===== src/rtl/pulse_sequencer_pkg.sv =====
// ============================================================================
// Module : pulse_sequencer_pkg
// Brief  : Shared defaults, FSM state encoding and helpers for pulse_sequencer.
// Rev    : 1.0  initial release
// ============================================================================
`default_nettype none

package pulse_sequencer_pkg;

  localparam int DEF_WIDTH = 8;
  localparam int DEF_CNT_W = 4;

  typedef enum logic [1:0] {
    IDLE    = 2'b00,
    RUN     = 2'b01,
    DONE_ST = 2'b10
  } seqState_t;

  // Number of RUN cycles for a given repeat value.
  function automatic int runLength(input int width, input int repeatVal);
    return width * (repeatVal + 1);
  endfunction

endpackage

`default_nettype wire


===== src/rtl/pulse_sequencer_if.sv =====
// ============================================================================
// Module : pulse_sequencer_if
// Brief  : Start handshake, abort and status bundle of the pulse sequencer.
// Rev    : 1.0  initial release
// ============================================================================
`default_nettype none

interface pulse_sequencer_if #(
  parameter int WIDTH = 8,
  parameter int CNT_W = 4
);

  logic             startValid;
  logic             startReady;
  logic [WIDTH-1:0] pattern;
  logic [CNT_W-1:0] repeatCnt;
  logic             abort;
  logic             busy;
  logic             pulseOut;
  logic             done;

  modport master (
    output startValid,
    output pattern,
    output repeatCnt,
    output abort,
    input  startReady,
    input  busy,
    input  pulseOut,
    input  done
  );

  modport slave (
    input  startValid,
    input  pattern,
    input  repeatCnt,
    input  abort,
    output startReady,
    output busy,
    output pulseOut,
    output done
  );

endinterface

`default_nettype wire


===== src/rtl/pulse_sequencer_rotator.sv =====
// ============================================================================
// Module : pulse_rotator
// Brief  : WIDTH-bit rotate register with parallel load (priority) and enable.
// Rev    : 1.0  initial release
// ============================================================================
`default_nettype none

module pulse_rotator #(
  parameter int WIDTH = 8
) (
  input  wire logic             clk,
  input  wire logic             rst_n,
  input  wire logic             i_load,
  input  wire logic             i_en,
  input  wire logic [WIDTH-1:0] i_pattern,
  output logic                  o_msb
);

  logic [WIDTH-1:0] r_q;

  // Rotation moves each bit up one place and feeds the MSB back into bit 0,
  // so the pattern is seen MSB-first on o_msb.
  always_ff @(posedge clk or negedge rst_n) begin
    if (!rst_n) begin
      r_q <= '0;
    end else if (i_load) begin
      r_q <= i_pattern;
    end else if (i_en) begin
      r_q <= {r_q[WIDTH-2:0], r_q[WIDTH-1]};
    end
  end

  assign o_msb = r_q[WIDTH-1];

endmodule

`default_nettype wire


===== src/rtl/pulse_sequencer.sv =====
// ============================================================================
// Module : pulse_sequencer
// Brief  : Load/rotate pulse generator controller: FSM, counters, output gating.
// Rev    : 1.0  initial release
// ============================================================================
`default_nettype none

module pulse_sequencer
  import pulse_sequencer_pkg::*;
#(
  parameter int WIDTH = DEF_WIDTH,
  parameter int CNT_W = DEF_CNT_W
) (
  input  wire logic        clk,
  input  wire logic        rst_n,
  pulse_sequencer_if.slave bus
);

  localparam int              c_BW   = (WIDTH > 1) ? $clog2(WIDTH) : 1;
  localparam logic [c_BW-1:0] c_LAST = c_BW'(WIDTH - 1);
  localparam logic [c_BW-1:0] c_ONE  = c_BW'(1);

  seqState_t        r_state;
  logic [c_BW-1:0]  r_bitCnt;
  logic [CNT_W-1:0] r_rotCnt;
  logic [CNT_W-1:0] r_repQ;
  logic             r_ready;
  logic             r_busy;
  logic             r_done;

  logic w_accept;
  logic w_lastBit;
  logic w_lastRun;
  logic w_rotEn;
  logic w_msb;

  assign w_accept  = bus.startValid & r_ready;
  assign w_lastBit = (r_bitCnt == c_LAST);
  assign w_lastRun = w_lastBit && (r_rotCnt == r_repQ);
  assign w_rotEn   = (r_state == RUN);

  pulse_rotator #(
    .WIDTH (WIDTH)
  ) u_rotator (
    .clk       (clk),
    .rst_n     (rst_n),
    .i_load    (w_accept),
    .i_en      (w_rotEn),
    .i_pattern (bus.pattern),
    .o_msb     (w_msb)
  );

  // Status outputs are registered alongside the state so they change on the
  // same edge as the state they describe.
  always_ff @(posedge clk or negedge rst_n) begin
    if (!rst_n) begin
      r_state  <= IDLE;
      r_bitCnt <= '0;
      r_rotCnt <= '0;
      r_repQ   <= '0;
      r_ready  <= 1'b1;
      r_busy   <= 1'b0;
      r_done   <= 1'b0;
    end else begin
      case (r_state)
        IDLE: begin
          r_done <= 1'b0;
          if (w_accept) begin
            r_state  <= RUN;
            r_repQ   <= bus.repeatCnt;
            r_bitCnt <= '0;
            r_rotCnt <= '0;
            r_ready  <= 1'b0;
            r_busy   <= 1'b1;
          end
        end

        RUN: begin
          if (bus.abort) begin
            r_state <= IDLE;
            r_busy  <= 1'b0;
            r_ready <= 1'b1;
          end else if (w_lastRun) begin
            r_state <= DONE_ST;
            r_busy  <= 1'b0;
            r_done  <= 1'b1;
          end else if (w_lastBit) begin
            // rot_cnt never passes rep_q, so REPEAT at its maximum cannot overflow
            r_bitCnt <= '0;
            r_rotCnt <= r_rotCnt + 1'b1;
          end else begin
            r_bitCnt <= r_bitCnt + c_ONE;
          end
        end

        DONE_ST: begin
          r_state <= IDLE;
          r_done  <= 1'b0;
          r_ready <= 1'b1;
        end

        default: begin
          r_state <= IDLE;
          r_ready <= 1'b1;
          r_busy  <= 1'b0;
          r_done  <= 1'b0;
        end
      endcase
    end
  end

  assign bus.startReady = r_ready;
  assign bus.busy       = r_busy;
  assign bus.done       = r_done;
  assign bus.pulseOut   = w_msb & r_busy;

endmodule

`default_nettype wire

===== src/flat_wrapper.sv =====
// flat-port wrapper written by rule: the top's interface ports become plain ports
module pulse_sequencer_flat import pulse_sequencer_pkg::*;
#(
  parameter int WIDTH = DEF_WIDTH,
  parameter int CNT_W = DEF_CNT_W
)
  (clk, rst_n, bus_startValid, bus_pattern, bus_repeatCnt, bus_abort, bus_startReady, bus_busy, bus_pulseOut, bus_done);
  pulse_sequencer_if #(.WIDTH(WIDTH), .CNT_W(CNT_W)) bus_i ();
  input  wire logic clk;
  input  wire logic rst_n;
  input wire logic [$bits(bus_i.startValid)-1:0] bus_startValid;
  input wire logic [$bits(bus_i.pattern)-1:0] bus_pattern;
  input wire logic [$bits(bus_i.repeatCnt)-1:0] bus_repeatCnt;
  input wire logic [$bits(bus_i.abort)-1:0] bus_abort;
  output wire logic [$bits(bus_i.startReady)-1:0] bus_startReady;
  output wire logic [$bits(bus_i.busy)-1:0] bus_busy;
  output wire logic [$bits(bus_i.pulseOut)-1:0] bus_pulseOut;
  output wire logic [$bits(bus_i.done)-1:0] bus_done;
  assign bus_i.startValid = bus_startValid;
  assign bus_i.pattern = bus_pattern;
  assign bus_i.repeatCnt = bus_repeatCnt;
  assign bus_i.abort = bus_abort;
  assign bus_startReady = bus_i.startReady;
  assign bus_busy = bus_i.busy;
  assign bus_pulseOut = bus_i.pulseOut;
  assign bus_done = bus_i.done;
  pulse_sequencer #(.WIDTH(WIDTH), .CNT_W(CNT_W)) u_core (.clk(clk), .rst_n(rst_n), .bus(bus_i));
endmodule

===== config.mk =====
export PLATFORM = sky130hd
export DESIGN_NAME = pulse_sequencer_flat
export DESIGN_NICKNAME = d
export VERILOG_FILES = /design/src/rtl/pulse_sequencer_pkg.sv /design/src/rtl/pulse_sequencer_if.sv /design/src/rtl/pulse_sequencer_rotator.sv /design/src/rtl/pulse_sequencer.sv /design/src/flat_wrapper.sv
export SDC_FILE = /design/constraint.sdc
export NUM_CORES = 1
export LEC_CHECK = 0
export ABC_AREA = 1
export CELL_PAD_IN_SITES_DETAIL_PLACEMENT = 0
export CELL_PAD_IN_SITES_GLOBAL_PLACEMENT = 1
export CORE_ASPECT_RATIO = 0.6
export CORE_MARGIN = 2
export CORE_UTILIZATION = 39
export DETAILED_ROUTE_END_ITERATION = 7
export PLACE_DENSITY = 0.84
export SYNTH_ARGS = -nofsm -noshare
export SYNTH_HDL_FRONTEND = slang
export SYNTH_SLANG_ARGS = --single-unit

===== constraint.sdc =====
create_clock -name clk -period 1.8 [get_ports clk]
set_input_delay 0.36 -clock clk [delete_from_list [all_inputs] [get_ports clk]]
set_output_delay 0.36 -clock clk [all_outputs]
set_load 0.1 [all_outputs]

Word level (Yosys, flattened, before mapping):

Cells that the tools add are included.

* word-level logic and storage cells: 61
* flip-flop bits (word level): 24
* input port bits: 16
* output and inout port bits: 4

* bitwise gates (word level): 3
* equality and inequality tests: 11
* mux-type cells: 26
* reductions and logical operators: 11
* $add $sub $neg: 2

Operator list (count)
* 2-to-1 mux 4 bit: 4
* 2-to-1 mux 8 bit: 2
* 2-to-1 mux 3 bit: 4
* 2-to-1 mux 1 bit: 8
* inequality test 2 bit, second input constant: 4
* case mux 4 bit (2 select lines): 1
* AND reduction 2 bit: 4
* 2-to-1 mux 2 bit: 3
* case mux 3 bit (2 select lines): 1
* AND reduction 5 bit: 1
* adder 4 x 1 -> 4 bit, second input constant: 1
* equality test 4 bit: 1
* inequality test 2 x 1 -> 1 bit, second input constant: 2
* case mux 2 bit (2 select lines): 1
* AND reduction 4 bit: 1
* nonzero test 2 bit: 2
* adder 3 x 1 -> 3 bit, second input constant: 1
* equality test 3 bit, second input constant: 1
* inequality test 3 x 2 -> 1 bit, second input constant: 1
* case mux 1 bit (3 select lines): 1
* AND reduction 3 bit: 1
* bitwise AND 1 bit: 2
* equality test 2 x 1 -> 1 bit, second input constant: 1
* equality test 2 bit, second input constant: 1
* other kinds (4): 4

Longest topological paths before layout:

Gate-level depths: netlist of run 1.

* word-level depth: 5
* mapped depth: 9
* gate-level depth less buffers: 9

Cells and area by module:

A second synthesis of run 1 with hierarchy kept.

* cells, all modules: 143
* area, all modules: 1226.2 µm²

By module, submodules not included
* pulse_sequencer: sequential area each 401.6 µm², times used 1, cells each 99, area each 852.1 µm²
* pulse_rotator: sequential area each 200.2 µm², times used 1, cells each 44, area each 374.1 µm²

Worst setup path before layout of run 1:

No wires, ideal clock.

* path kind: register to output
* start point: register u_core.r_busy (netlist: u_core.bus.busy)
* end point: output port bus_pulseOut
* path buffers: 0
* arrival: 1.645 ns
* cell stages (with the launch flop): 3
* setup slack: -0.205 ns
* required time: 1.440 ns
* path through: dfrtp_1 -> nand2_1 -> inv_1

* longest elaborated chain between the ends: 1

Ends and longest elaborated chain
* start: declaration: line pulse_sequencer.sv:28 `logic r_busy;`
* start signal: assignment: line pulse_sequencer.sv:62 `r_busy <= 1'b0;`
* start signal: assignment: line pulse_sequencer.sv:74 `r_busy <= 1'b1;`
* start signal: assignment: line pulse_sequencer.sv:81 `r_busy <= 1'b0;`
* bitwise AND 1 bit: line pulse_sequencer.sv:115 `assign bus.pulseOut = w_msb & r_busy;`
* end: declaration: line flat_wrapper.sv:17 `output wire logic [$bits(bus_i.pulseOut)-1:0] bus_pulseOut;`

No other way between the ends.

Worst setup path after layout of run 1:

* start point: register u_core.r_bitCnt[0]
* end point: register u_core.r_busy (netlist: u_core.bus.busy)

* longest elaborated chain between the ends: 4

Ends and longest elaborated chain
* start: declaration: line pulse_sequencer.sv:24 `logic [c_BW-1:0] r_bitCnt;`
* start signal: assignment: line pulse_sequencer.sv:92 `r_bitCnt <= r_bitCnt + c_ONE;`
* equality test 3 bit: line pulse_sequencer.sv:38 `assign w_lastBit = (r_bitCnt == c_LAST);`
* logical AND 1 bit: line pulse_sequencer.sv:39 `assign w_lastRun = w_lastBit && (r_rotCnt == r_repQ);`
* inequality test 3 x 2 -> 1 bit (no source line)
* AND reduction 3 bit (no source line)

No other way between the ends.
A chain may end at the register's enable or synchronous reset.

==> metrics.txt, run 1 <==
outcome finished, final reports clean; vias in the first global route 1,002; Starting Density 39.96%; worst hold path class input pin to asynchronous set/reset pin; crit path launch type flop; Synth Area in Compound Gates 9.091%; skew final 0.004431 ns; # clock sinks 24; switching power 0.001043 W; largest net degree at the start of global routing 25; Via Count 1,034; post-synthesis average cell area 8.889 um2; Max H-tree Level 1; required time of the critical path 1.96 ns; final worst path period share 87.64%; Cell Int Power 0.001465 W; initial antenna violation count 0; die width 77.96 um; Die Ht 48.38 um; Pwr Density 1530 nW/um2; reg2reg setup slack 0.22 ns; DRC 0; GP Congestion 0.7780; f_max 0.6339 GHz; count of non-filler cells in the finished layout 213; worst vdd ir 718.3 uV; DR vias/cell 4.854; Arr. time, crit path 1.74 ns; Area Overhead vs Synth 28.05%; Slew @ Worst Pin 0.3531 ns; nets 188; main combinational cell family by area after synthesis simple AND/OR/NAND/NOR gates; multi-input logic area 579.3 um2; routed length per instance 12.68 um; CTS root buf clkbuf_8; EDFF count, synth 0; most frequent cells in the layout 36 x nand2_1, 22 x dfrtp_1, 15 x clkdlybuf4s50_1; highest net fanout along the worst path 6; Setup-failing EPs final 0; clk buf depth 2; share of cells above drive strength 1 19.05%; Syn Nets 163; synthesized instance count 144; Detail Placement HPWL 2073 um; Max Slew Vio Count 0; Yosys cell types 33; Num CTS Buffers 3; Lkg Pwr 0.8137 nW; DRT iter0 DRCs 102; number of diodes 0; Layout fillers 297; RSZ-0062 raised after global routing false; post-cts sizing count 0; Synthesis Warnings 0; total routed wirelength 2700 um; clk slew on worst S/H paths 0.09 ns; Post CTS Setup Buffer Count 0; FP Rows 16; clk_lat worst skew 0.27 ns; IO Count 20; die area 3771 um2; total of max-cap violations 0; commonest non-fill, non-tap cell in the layout nand2_1; Main synth FF type dfrtp_1; reg2reg start u_core.r_bitCnt[0]; Clk pwr share 18.9%; total grt overflow 0; FF+latch count, synth 24; placed cells 209; min Tclk post-route 1.577 ns; Synth Area in Adders 2.933%; Synth Cell Area 1280 um2; register area share after synthesis 47.02%; setup TNS 0 ns; CTS tree yes; Synth Area in XOR/XNOR 2.053%; antenna viol nets, final 0; Seq pwr share 34.6%; multiplexer share of the synthesized area 0.8798%; Tot GR Track Use 15.90%; core area 3203 um2; ys async rst share 100.0%; PortBufs 19; cts hold-fix bufs 0; storage element area 603.1 um2; switch share 41.59%; first-pass iteration count of the detailed router 6; first-pass GRT wire length 4705 um; Simple-Gate Fraction of Synth Area 30.30%; Setup crit start u_core.r_bitCnt[0]; combinational power share 46.6%; final hold vios 0; Crit. End Element flop; critical path class flop to flop; Slew HR 76.29%
## cell families (layout without fill, tap and decap cells)
group	count (synthesis)	in the layout
AOI/OAI and AO/OA	18	18
DFF	24	24
and+or+nand+nor	75	75
adders and majority gates	3	3
muxes	1	1
xor gates and xnor gates	3	3
buffers and inverters	20	44
## cell type report
class                   count  area share (%)
clock buffers               3           2.519
inverters                  17           4.198
multi-input cells         100           35.34
flip-flops and latches     24           36.79
repair buffers             23           15.88
clock inverters             1           1.832
well taps                  45           3.435
## cell usage after synthesis (3+ instances only)
cell type / count / share of area, %
o21ai_1: 3 / 1.2
nand2_2: 4 / 2.0
dfrtp_1: 23 / 45
inv_1: 13 / 3.8
ha_1: 3 / 2.9
nand3_1: 6 / 2.3
nand2_1: 36 / 11
nor2_1: 10 / 2.9
a21oi_1: 6 / 2.3
nor3_1: 4 / 1.6
nand4_1: 5 / 2.4
inv_2: 3 / 0.88
## sequential cells by signal (all words and copies together), names as in the netlist
register	count
u_core.bus.busy	1
u_core.bus.done	1
u_core.bus.startReady	1
u_core.r_bitCnt	3
u_core.r_repQ	4
u_core.r_rotCnt	4
u_core.r_state	2
u_core.u_rotator.r_q	8
## metal layers
metal	GRT usage, %	vias up	share of wire, %
met5	0	-	0
met4	4.386	0	1.0
met3	3.358	2	2.9
met2	23.71	13	44
met1	23.55	497	52
li1	-	522	-
## power by group through the flow
stage	combinational (W)	sequential [W]	clock (W)
after floorplan	0.000708	0.000989	0
after global placement	0.00114	0.000869	0
after detailed placement	0.00118	0.000875	0
after CTS	0.00118	0.000868	0.000480
after global routing	0.00128	0.000899	0.000504
final	0.00117	0.000867	0.000473
## final timing paths
kind,endpoint,cells past startpoint
hold / removal,u_core.u_rotator.r_q[5],2
min in group clk,u_core.r_bitCnt[1],2
max in group asynchronous,u_core.bus.startReady,2
hold reg to reg,u_core.r_bitCnt[1],2
setup reg to reg,u_core.bus.busy,9
setup / recovery,u_core.bus.busy,9
## through the flow
step / utilization, % / setup slack [ns] / area, um2 / hold slack [ns] / power (W)
after CTS: 51.17 / 0.2288 / 1639 / 0.4585 / 0.002524
after floorplan: - / 0.07071 / 1281 / 0.06441 / 0.001697
after global routing: 51.17 / 0.07992 / 1639 / 0.4666 / 0.002684
final: 51.17 / 0.2225 / 1639 / 0.4448 / 0.002508
after global placement: 48.95 / 0.1194 / 1568 / 0.4899 / 0.002011
after detailed placement: 48.95 / 0.05763 / 1568 / 0.5022 / 0.002051
## worst max-delay path, stage by stage, from the launching register on
cell and delay, ns:
dfrtp_1 0.38, ha_1 0.16, ha_1 0.22, nand2_1 0.09, nor2_2 0.19, nand3_4 0.14, nand2_4 0.13, nand2_1 0.07
nand2_1 0.05, nand2_1 0.04
(Power assumes the default switching activity.)
==> run 2, diff against run 1 <==
--- a/config.mk
+++ b/config.mk
@@ -9,7 +9,7 @@
 export CELL_PAD_IN_SITES_DETAIL_PLACEMENT = 0
 export CELL_PAD_IN_SITES_GLOBAL_PLACEMENT = 1
 export CORE_ASPECT_RATIO = 0.6
-export CORE_MARGIN = 2
+export CORE_MARGIN = 3
 export CORE_UTILIZATION = 39
 export DETAILED_ROUTE_END_ITERATION = 7
 export PLACE_DENSITY = 0.84
==> metrics.txt, run 2 (synthesis results as in run 1) <==
highest net fanout along the worst path 6 (unchanged); RSZ-0062 raised after global routing false; Area Overhead vs Synth 25.71%; Num CTS Buffers 3 (unchanged); worst hold path class input pin to asynchronous set/reset pin; die area 4028 um2 (+6.8%); antenna viol nets, final 0 (unchanged); IO Count 20 (unchanged); Reg with most FFs u_core.u_rotator.r_q; Pwr Density 1467 nW/um2 (-4.1%); Slew @ Worst Pin 0.3679 ns (+0.01480 ns); post-cts sizing count 0 (unchanged); Largest regs u_core.u_rotator.r_q (8), u_core.r_repQ (4), u_core.r_rotCnt (4); PortBufs 19 (unchanged); share of cells above drive strength 1 18.45% (-0.60 points); f_max 0.6158 GHz (-2.9%); M1 WL 1460 um (+4.8%); initial antenna violation count 0 (unchanged); vias in the first global route 970 (-3.2%); Cell Int Power 0.001325 W (-9.5%); highest routed layer met4; Layout fillers 281 (-5.4%); final worst path period share 90.22% (+2.6 points); GP Congestion 0.8390 (+7.8%); Starting Density 42.63% (+2.7 points); first-pass GRT wire length 4781 um (+1.6%); Max Slew Vio Count 0 (unchanged); switching power 0.001036 W (-0.68%); Largest register FFs 8 (unchanged); DRT iter0 DRCs 57 (-44%); largest net degree at the start of global routing 25 (unchanged); Post CTS Setup Buffer Count 0 (unchanged); routed length per instance 13.17 um (+3.9%); Slew HR 75.29% (-0.99 points); first-pass iteration count of the detailed router 4 (-2); CTS root buf clkbuf_8; most frequent cells in the layout 36 x nand2_1, 22 x dfrtp_1, 15 x clkdlybuf4s50_1; Setup-failing EPs final 0 (unchanged); total of max-cap violations 0 (unchanged); storage element area 603.1 um2 (unchanged); Max H-tree Level 1 (unchanged); crit path launch type flop; Lkg Pwr 0.8008 nW (-1.6%); Seq pwr share 36.7% (+2.1 points); skew final 0.007719 ns (+0.003288 ns); # clock sinks 24 (unchanged); Detail Placement HPWL 2204 um (+6.3%); count of non-filler cells in the finished layout 210 (-1.4%); Via Count 1,036 (+0.19%); setup TNS 0 ns (unchanged); core area 3003 um2 (-6.2%); Arr. time, crit path 1.79 ns (+0.05 ns); switch share 43.87% (+2.3 points); combinational power share 49.4% (+2.8 points); Clk pwr share 14.0% (-4.9 points); nets 188 (unchanged); DR vias/cell 4.933 (+1.6%); clk slew on worst S/H paths 0.09 ns (about the same); number of diodes 0 (unchanged); multi-input logic area 579.3 um2 (unchanged); routed wl met2 1146 um (-4.6%); cts hold-fix bufs 0 (unchanged); CTS tree yes; total grt overflow 0 (unchanged); required time of the critical path 1.97 ns (about the same); Tot GR Track Use 15.72% (-0.17 points); final hold vios 0 (unchanged); clk buf depth 2 (unchanged); critical path class flop to flop; placed cells 206 (-1.4%); commonest non-fill, non-tap cell in the layout nand2_1; clk_lat worst skew 0.27 ns (about the same); Die Ht 50.38 um (+4.1%); Crit. End Element flop; FP Rows 15 (-1); met3 WL 108 um (+40%); die width 79.96 um (+2.6%); DRC 0 (unchanged); worst vdd ir 642.8 uV (-11%); min Tclk post-route 1.624 ns (+0.04643 ns); outcome finished, final reports clean; total routed wirelength 2765 um (+2.4%)
[run 2: changes by cell type in the layout (fill, tap and decap cells not counted)]
| cell | delta |
|---|---|
| clkbuf_1 | +1 |
| bufinv_16 | -1 |
[run 2: final cells by class]
| cell class | instances | share of cell area (%) |
|---|---|---|
| clock buffer | 4 | 2.799 |
| inverter | 17 | 4.277 |
| multi-input combinational | 100 | 36.00 |
| sequential | 24 | 37.48 |
| tap | 42 | 3.266 |
| timing repair buffer | 23 | 16.17 |
[run 2: routing by layer]
metal	GRT usage, %	up-vias
met5	0	-
met4	6.461	0
met2	21.02	18
li1	-	523
met3	3.943	5
met1	23.73	490
[run 2: through the flow]
step	hold slack [ns]	area [um2]	utilization, %	power [W]	setup WS, ns
finish	0.4320	1609	53.58	0.002361	0.1761
global route	0.4607	1609	53.58	0.002524	0.002223
CTS	0.4460	1609	53.58	0.002381	0.1791
detailed placement	0.4927	1564	52.08	0.002050	0.05371
global placement	0.4837	1564	52.08	0.002013	0.1106
floorplan	0.06441	1281	-	0.001697	0.07071
[run 2: path summary, 6_finish.rpt]
check,to,cells after the start,slack [ns],from
max in group asynchronous,u_core.bus.startReady,2,1.07,rst_n
worst max register to register,u_core.bus.busy,9,0.18,u_core.r_bitCnt[0]
worst min register to register,u_core.u_rotator.r_q[1],2,0.51,u_core.u_rotator.r_q[1]
min in group clk,u_core.u_rotator.r_q[1],2,0.51,u_core.u_rotator.r_q[1]
worst min-delay path,u_core.r_bitCnt[1],2,0.43,rst_n
worst max-delay path,u_core.bus.busy,9,0.18,u_core.r_bitCnt[0]
[run 2: power groups by stage]
stage	clock (W)	sequential, W	combinational (W)
floorplan	0	0.000989	0.000708
detailed placement	0	0.000878	0.00117
CTS	0.000340	0.000868	0.00117
finish	0.000330	0.000866	0.00117
global placement	0	0.000870	0.00114
global route	0.000362	0.000888	0.00127
[run 2: critical path, stage by stage (launching register included)]
cell and delay (ns):
dfrtp_1 0.38, ha_1 0.17, ha_1 0.24, nand2_1 0.09, nor2_2 0.20, nand3_4 0.15, nand2_4 0.14, nand2_1 0.06
nand2_1 0.05, nand2_1 0.04
==> run 3, diff against run 2 <==
--- a/config.mk
+++ b/config.mk
@@ -12,6 +12,7 @@
 export CORE_MARGIN = 3
 export CORE_UTILIZATION = 39
 export DETAILED_ROUTE_END_ITERATION = 7
+export MAX_ROUTING_LAYER = met4
 export PLACE_DENSITY = 0.84
 export SYNTH_ARGS = -nofsm -noshare
 export SYNTH_HDL_FRONTEND = slang
==> metrics.txt, run 3 (synthesis results as in run 1) <==
total grt overflow 0 (unchanged); skew final 0.008206 ns (+0.0004872 ns); DRC 0 (unchanged); total routed wirelength 2762 um (-0.11%); nets 188 (unchanged); Arr. time, crit path 1.79 ns (about the same); Largest regs u_core.u_rotator.r_q (8), u_core.r_repQ (4), u_core.r_rotCnt (4); CP cell instances ha_1 -> ha_1 -> nand2_1 -> nor2_2 -> nand3_4 -> nand2_4 -> nand2_1 -> nand2_1 -> nand2_1; Slew @ Worst Pin 0.3679 ns (-0.00006902 ns); critical path class flop to flop; slowest cell delay on critical path 0.38 ns (about the same); min Tclk post-route 1.624 ns (-0.0003660 ns); antenna viol nets, final 0 (unchanged); Pwr Density 1467 nW/um2 (about the same); DR vias/cell 4.933 (unchanged); Area Overhead vs Synth 25.71% (unchanged); routed length per instance 13.15 um (-0.11%); routed wl met2 1161 um (+1.3%); required time of the critical path 1.97 ns (about the same); die width 79.96 um (unchanged); initial antenna violation count 0 (unchanged); worst hold path class input pin to asynchronous set/reset pin; Finished Cell Area 1609 um2 (unchanged); RSZ-0062 raised after global routing false; Starting Density 42.63% (unchanged); cts hold-fix bufs 0 (unchanged); storage element area 603.1 um2 (unchanged); total of max-cap violations 0 (unchanged); vias in the first global route 975 (+0.52%); Via Count 1,036 (unchanged); highest routed layer met4; largest net degree at the start of global routing 25 (unchanged); share of cells above drive strength 1 18.45% (unchanged); outcome finished, final reports clean; # clock sinks 24 (unchanged); cell mode on critical path nand2_1; clk slew on worst S/H paths 0.08 ns (about the same); Setup-failing EPs final 0 (unchanged); Post CTS Setup Buffer Count 0 (unchanged); delay-heaviest family, CP simple AND/OR/NAND/NOR gates; Max H-tree Level 1 (unchanged); Detail Placement HPWL 2204 um (unchanged); FP Rows 15 (unchanged); final worst path period share 90.20% (about the same); Layout fillers 281 (unchanged); first-pass GRT wire length 4761 um (-0.42%); Post-DP Area 1564 um2 (unchanged); total power 0.002360 W (about the same); Tot GR Track Use 16.12% (+0.40 points); Die Ht 50.38 um (unchanged); worst vdd ir 642.8 uV (about the same); highest net fanout along the worst path 6 (unchanged); clk buf depth 2 (unchanged); crit path launch type flop; Reg with most FFs u_core.u_rotator.r_q; CTS root buf clkbuf_8; DRT iter0 DRCs 50 (-12%); Largest register FFs 8 (unchanged); most frequent cells in the layout 36 x nand2_1, 22 x dfrtp_1, 15 x clkdlybuf4s50_1; multi-input logic area 579.3 um2 (unchanged); clk_lat worst skew 0.27 ns (about the same); met3 WL 150 um (+39%); final hold vios 0 (unchanged); WP buf/inv 0 (unchanged); final hold slack 0.4314 ns (-0.0005640 ns); Slowest cell on crit path dfrtp_1; f_max 0.6159 GHz (about the same); PortBufs 19 (unchanged); Lkg Pwr 0.8008 nW (unchanged); post-cts sizing count 0 (unchanged); number of diodes 0 (unchanged); M1 WL 1404 um (-3.8%); die area 4028 um2 (unchanged); Crit. End Element flop; core area 3003 um2 (unchanged); commonest non-fill, non-tap cell in the layout nand2_1; IO Count 20 (unchanged); Slew HR 75.30% (about the same); setup TNS 0 ns (unchanged); first-pass iteration count of the detailed router 4 (unchanged); CTS tree yes; GP Congestion 0.8521 (+1.6%); Max Slew Vio Count 0 (unchanged); Num CTS Buffers 3 (unchanged)
[run 3: cell counts in the layout (fill, tap and decap cells not counted)]
No cell type changed its count.
[run 3: layer usage]
metal	vias to the layer above	track usage [%]
met1	483	23.62
met5	-	-
met2	26	21.02
met3	5	3.943
li1	522	-
met4	0	6.461
[run 3: worst paths after layout]
| kind | cells after the start | startpoint | end | slack [ns] |
|---|---|---|---|---|
| max | 9 | u_core.r_bitCnt[0] | u_core.bus.busy | 0.18 |
| min | 2 | rst_n | u_core.r_bitCnt[1] | 0.43 |
| max reg2reg | 9 | u_core.r_bitCnt[0] | u_core.bus.busy | 0.18 |
| min reg2reg | 2 | u_core.u_rotator.r_q[1] | u_core.u_rotator.r_q[1] | 0.51 |
| max in group asynchronous | 2 | rst_n | u_core.bus.startReady | 1.08 |
| min in group clk | 2 | u_core.u_rotator.r_q[1] | u_core.u_rotator.r_q[1] | 0.51 |
[run 3: worst reg2reg max path, delay by kind of cell, from the launching register on]
family                   cells  cell delay (ns)
adder cells (fa/ha/maj)      2             0.41
AND/OR/NAND/NOR              7             0.73
flip-flops                   1             0.38
[run 3: report_power, final]
| part | switching (W) | total [W] | internal [W] |
|---|---|---|---|
| clock network | 0.000170 | 0.000329 | 0.000158 |
| registers | 0.000126 | 0.000866 | 0.000740 |
| logic | 0.000739 | 0.00117 | 0.000426 |
[run 3: layout make-up]
type	instances	area share, %
Clock buffer	4	2.799
Timing Repair Buffer	23	16.17
Multi-Input combinational cell	100	36.00
Tap cell	42	3.266
Sequential cell	24	37.48
Inverter	17	4.277
[run 3: stage by stage]
| step | setup slack [ns] | instances | utilization, % |
|---|---|---|---|
| 6_report | 0.1764 | 210 | 53.58 |
| 5_1_grt | 0.002221 | 210 | 53.58 |
| 4_1_cts | 0.1791 | 210 | 53.58 |
| 3_3_place_gp | 0.1106 | 206 | 52.08 |
| 3_5_place_dp | 0.05371 | 206 | 52.08 |
| 2_1_floorplan | 0.07071 | 144 | - |
